### src/rtl/serial_adder_if.sv
// Handshake and data bundle between a serial_adder and the datapath driving it.
// Ports: start/a/b/cin flow into the adder; busy/done/sum/cout flow back out.
// master = requesting datapath side, slave = the adder itself.
interface serial_adder_if #(
  parameter int WIDTH = 8
);
  logic             start;
  logic [WIDTH-1:0] a;
  logic [WIDTH-1:0] b;
  logic             cin;
  logic             busy;
  logic             done;
  logic [WIDTH-1:0] sum;
  logic             cout;

  modport master (
    output start, a, b, cin,
    input  busy, done, sum, cout
  );

  modport slave (
    input  start, a, b, cin,
    output busy, done, sum, cout
  );
endinterface

### src/rtl/serial_adder.sv
// Bit-serial adder: {cout,sum} = a + b + cin, one operand bit per clock through a full-adder cell.
// Latency: start accepted at edge N, done pulse and result registered at edge N+WIDTH.
// Backpressure: none; start is sampled only in IDLE and ignored while busy (no queueing).
// Ports: clk_i rising-edge clock, rst_i async active-high reset,
//        bus (slave): start/a/b/cin in, busy/done/sum/cout out.
module serial_adder #(
  parameter int WIDTH = 8
) (
  input  logic          clk_i,
  input  logic          rst_i,
  serial_adder_if.slave bus
);

  // Counter only needs to reach WIDTH-1; keep at least one bit for WIDTH=1.
  localparam int CW = (WIDTH > 1) ? $clog2(WIDTH) : 1;
  localparam logic [CW-1:0] LAST = CW'(WIDTH - 1);

  typedef enum logic {
    IDLE = 1'b0,
    RUN  = 1'b1
  } state_t;

  state_t           state_q, state_d;
  logic [WIDTH-1:0] shift_a_q, shift_a_d;
  logic [WIDTH-1:0] shift_b_q, shift_b_d;
  logic [WIDTH-1:0] shift_s_q, shift_s_d;
  logic [WIDTH-1:0] sum_q, sum_d;
  logic             carry_q, carry_d;
  logic             cout_q, cout_d;
  logic             done_q, done_d;
  logic [CW-1:0]    count_q, count_d;

  // Full-adder cell on the current LSBs and the registered carry.
  logic fa_s, fa_co;
  assign fa_s  = shift_a_q[0] ^ shift_b_q[0] ^ carry_q;
  assign fa_co = (shift_a_q[0] & shift_b_q[0]) |
                 (shift_a_q[0] & carry_q) |
                 (shift_b_q[0] & carry_q);

  always_ff @(posedge clk_i or posedge rst_i) begin
    if (rst_i) begin
      state_q   <= IDLE;
      shift_a_q <= '0;
      shift_b_q <= '0;
      shift_s_q <= '0;
      sum_q     <= '0;
      carry_q   <= 1'b0;
      cout_q    <= 1'b0;
      done_q    <= 1'b0;
      count_q   <= '0;
    end else begin
      state_q   <= state_d;
      shift_a_q <= shift_a_d;
      shift_b_q <= shift_b_d;
      shift_s_q <= shift_s_d;
      sum_q     <= sum_d;
      carry_q   <= carry_d;
      cout_q    <= cout_d;
      done_q    <= done_d;
      count_q   <= count_d;
    end
  end

  always_comb begin
    state_d   = state_q;
    shift_a_d = shift_a_q;
    shift_b_d = shift_b_q;
    shift_s_d = shift_s_q;
    sum_d     = sum_q;
    carry_d   = carry_q;
    cout_d    = cout_q;
    done_d    = 1'b0;
    count_d   = count_q;

    case (state_q)
      IDLE: begin
        if (bus.start) begin
          shift_a_d = bus.a;
          shift_b_d = bus.b;
          shift_s_d = '0;
          carry_d   = bus.cin;
          count_d   = '0;
          state_d   = RUN;
        end
      end
      RUN: begin
        shift_a_d = shift_a_q >> 1;
        shift_b_d = shift_b_q >> 1;
        // New sum bit enters at the MSB so the LSB-first result ends up aligned.
        shift_s_d = shift_s_q >> 1;
        shift_s_d[WIDTH-1] = fa_s;
        carry_d = fa_co;
        count_d = count_q + CW'(1);
        if (count_q == LAST) begin
          sum_d   = shift_s_d;
          cout_d  = fa_co;
          done_d  = 1'b1;
          count_d = '0;
          state_d = IDLE;
        end
      end
      default: state_d = IDLE;
    endcase
  end

  assign bus.busy = (state_q == RUN);
  assign bus.done = done_q;
  assign bus.sum  = sum_q;
  assign bus.cout = cout_q;

endmodule

### src/flat_wrapper.sv
// flat-port wrapper written by rule: the top's interface ports become plain ports
module serial_adder_flat 
#(
  parameter int WIDTH = 8
)
  (clk_i, rst_i, bus_start, bus_a, bus_b, bus_cin, bus_busy, bus_done, bus_sum, bus_cout);
  serial_adder_if #(.WIDTH(WIDTH)) bus_i ();
  input  logic clk_i;
  input  logic rst_i;
  input wire logic [$bits(bus_i.start)-1:0] bus_start;
  input wire logic [$bits(bus_i.a)-1:0] bus_a;
  input wire logic [$bits(bus_i.b)-1:0] bus_b;
  input wire logic [$bits(bus_i.cin)-1:0] bus_cin;
  output wire logic [$bits(bus_i.busy)-1:0] bus_busy;
  output wire logic [$bits(bus_i.done)-1:0] bus_done;
  output wire logic [$bits(bus_i.sum)-1:0] bus_sum;
  output wire logic [$bits(bus_i.cout)-1:0] bus_cout;
  assign bus_i.start = bus_start;
  assign bus_i.a = bus_a;
  assign bus_i.b = bus_b;
  assign bus_i.cin = bus_cin;
  assign bus_busy = bus_i.busy;
  assign bus_done = bus_i.done;
  assign bus_sum = bus_i.sum;
  assign bus_cout = bus_i.cout;
  serial_adder #(.WIDTH(WIDTH)) u_core (.clk_i(clk_i), .rst_i(rst_i), .bus(bus_i));
endmodule
### config.mk
export PLATFORM = sky130hd
export DESIGN_NAME = serial_adder_flat
export DESIGN_NICKNAME = d
export VERILOG_FILES = /design/src/rtl/serial_adder_if.sv /design/src/rtl/serial_adder.sv /design/src/flat_wrapper.sv
export SDC_FILE = /design/constraint.sdc
export NUM_CORES = 1
export LEC_CHECK = 0
export ABC_AREA = 1
export CORE_UTILIZATION = 30
export DETAILED_ROUTE_END_ITERATION = 10
export SYNTH_ARGS = -nofsm -noshare
export SYNTH_HDL_FRONTEND = slang
export SYNTH_SLANG_ARGS = --single-unit
### constraint.sdc
create_clock -name clk_i -period 1.26 [get_ports clk_i]
set_input_delay 0.189 -clock clk_i [delete_from_list [all_inputs] [get_ports clk_i]]
set_output_delay 0.189 -clock clk_i [all_outputs]
set_load 0.03 [all_outputs]
==> results.toml <==
[timing]
setup_violations = 0
slew_violations = 0
maxSlewHeadroom = 0.729
tns_ps = 0
max_slew.worst_pin.slew_ps = 407
final.setup_skew_ps = 5.81
finalHoldViolCount = 0
post-route-period-util = 0.968
fmax_ghz = 0.820
fin_crit_ps = 1220
rsz0062_at_grt = "false"

[hold_path]
hold_path_class = "in -> async"

[layout]
finalNonFillerCells = 284
nets = 237
diodes = 0
drive_gt1_frac = 0.126
area_delta_synth_final_pct = 33.6

[clock_tree]
h-tree-depth = 2
post_cts_buffers = 0
cts_hold_buf = 0
cts_root_buffer = "clkbuf_8"
cts_buffers = 5
clkTransAtPathRegs_ps = 70
clock_latency_ps = 280
cts_tree = "done"
clkSinkCount = 38
clk_path_buf_depth = 2

[floorplanning]
start_util = 0.312
die_area_sq_um = 5650
core_sq_um = 5140
die_h_um = 75.2
fp.dieW_um = 75.2
num_rows = 26
ios = 31

[grt]
grt_max_degree = 39
grt_pass1_wl_mm = 5.46
overflow = 0
grtUsageTotal = 0.131
first_global_vias = 1242
antenna_found_initial = 0

[detailed_routing]
m1WireLength_mm = 1.56
ant_nets = 0
wl_mm = 3.29
wl_met2_mm = 1.56
routed-via-count = 1233
drt_iter0_markers = 70
dr_wl_met3_um = 104
vias_per_cell = 4.34
first_pass_iters = 4
drc_errors = 0
highest_layer = "met4"
wl_per_cell_um = 11.6

[critical_path]
path_cells = "fa_1 -> inv_2 -> o21ai_1"
start_kind = "flop"
crit_family = "adder cells"
cp.arrival_ps = 1440
worstSetupPathType = "reg -> reg"
cp_slowest_cell = "fa_1"
critPathCaptureType = "flop"
crit_path_start = "u_core.shift_a_q[0]"
critical_path.max_stage_delay_ps = 580
path_max_fanout = 2
r2r-start = "u_core.shift_a_q[0]"
cp.required_ps = 1480
cp.buffers_inverters = 1

[power]
p_leak_nw = 1.05
total_power_mw = 4.72
pwr_density_cell_nw_per_um2 = 2200
vdd_drop_max_mv = 0.762

[synthesis]
yosys_warnings = 0
synth_area_leader_cell = "dfrtp_1"
ys_types = 14
ys_seq_area_frac = 0.592
synth_area_sq_um = 1610
syn_inst = 174
synth-seq-cells = 38
synth_top_cell_area_share = 0.592
syn-num-nets = 198
synthTopCellsByArea = "dfrtp_1 59%, nand2_1 14%, nand3_1 10%"
syn_avg_cell_area_sq_um = 9.23

[outcome]
status = "finished, final reports clean"

[job]
cap_violations = 0

[placed_design]
place.gp.congestion = 0.719
hpwlAfterDp_mm = 2.20
place.port_buffers = 30
dp_cells = 275
[worst paths after layout]
path,depth (start not counted),end,slack (ps)
worst max-delay path,3,u_core.bus.sum[7],40
min in group clk_i,3,u_core.shift_b_q[7],470
worst min register to register,2,u_core.bus.cout,480
worst min-delay path,3,u_core.bus.sum[5],250
worst max register to register,3,u_core.bus.sum[7],40
max in group asynchronous,3,u_core.bus.busy,800
[state kept, by name, indices dropped and copies added, names as in the netlist]
name              count
u_core.bus.busy       1
u_core.bus.cout       1
u_core.bus.done       1
u_core.bus.sum        8
u_core.carry_q        1
u_core.count_q        3
u_core.shift_a_q      8
u_core.shift_b_q      8
u_core.shift_s_q      7
[repair_timing]
| action | 4_1_cts | 5_1_grt |
|---|---|---|
| endpoints found under the setup margin | 11 | 12 |
| pin swaps | 0 | 2 |
| resized for setup | 11 | 7 |
| cloned | 0 | 1 |
[cells in the mapped netlist]
| cell type | instances |
|---|---|
| buf_2 | 4 |
| buf_4 | 3 |
| buf_6 | 2 |
| dfrtp_1 | 38 |
| fa_1 | 1 |
| ha_1 | 3 |
| inv_1 | 9 |
| inv_2 | 2 |
| nand2_1 | 61 |
| nand2_2 | 1 |
| nand3_1 | 33 |
| nor2_1 | 1 |
| nor2_4 | 1 |
| o21ai_1 | 15 |
[report_power, final]
part	internal [mW]	switching [mW]
Sequential	1.70	0.294
Clock	0.441	0.410
Combinational	0.764	1.11
Total	2.90	1.82
[cells in the final DEF, fill, tap and decap left out, types with 2 or more instances in the layout]
cell             count
o21ai_1             15
buf_12               2
dfrtp_1             37
nand2_1             61
inv_2                3
dlygate4sd2_1        7
nand3_1             33
buf_4                9
clkbuf_8             6
clkdlybuf4s15_1      3
ha_2                 2
inv_1                8
clkdlybuf4s50_1     19
[final cells by class]
type / instances / area [sq um]
clock buffer: 7 / 86.3
clock inverter: 1 / 5.00
fill: 540 / 3000
inverter: 11 / 41.3
multi-input combinational: 116 / 558
sequential: 38 / 952
tap: 70 / 87.6
timing repair buffer: 41 / 414
[metal layers]
| layer | vias up | global-route usage |
|---|---|---|
| met2 | 21 | 0.213 |
| li1 | 632 | - |
| met1 | 575 | 0.163 |
| met5 | - | 0 |
| met3 | 5 | 0.0295 |
| met4 | 0 | 0.0741 |
[cells by family (layout without fill, tap and decap cells)]
kind of cell / Yosys count / count (layout) / synth area share
buffers and inverters: 20 / 60 / 0.0662
DFF: 38 / 38 / 0.592
AOI/OAI and AO/OA: 15 / 15 / 0.0468
adders and majority gates: 4 / 4 / 0.0359
and+or+nand+nor: 97 / 97 / 0.259
[worst reg2reg max path: cells and delay by family (launching register included)]
family,cells,cell delay [ps]
AOI/OAI and AO/OA,1,120
adders and majority gates,1,580
buffers and inverters,1,60
DFF,1,400
[stage by stage]
stage	setup WS, ps	instance area, sq um	util	hold slack, ps
after floorplan	13.0	1610	-	334
after global placement	29.5	2030	0.394	455
after detailed placement	10.3	2030	0.394	469
after CTS	14.4	2110	0.410	259
after global routing	0.748	2140	0.417	274
final	39.9	2140	0.417	250
Power figures use the tool's default switching activity.
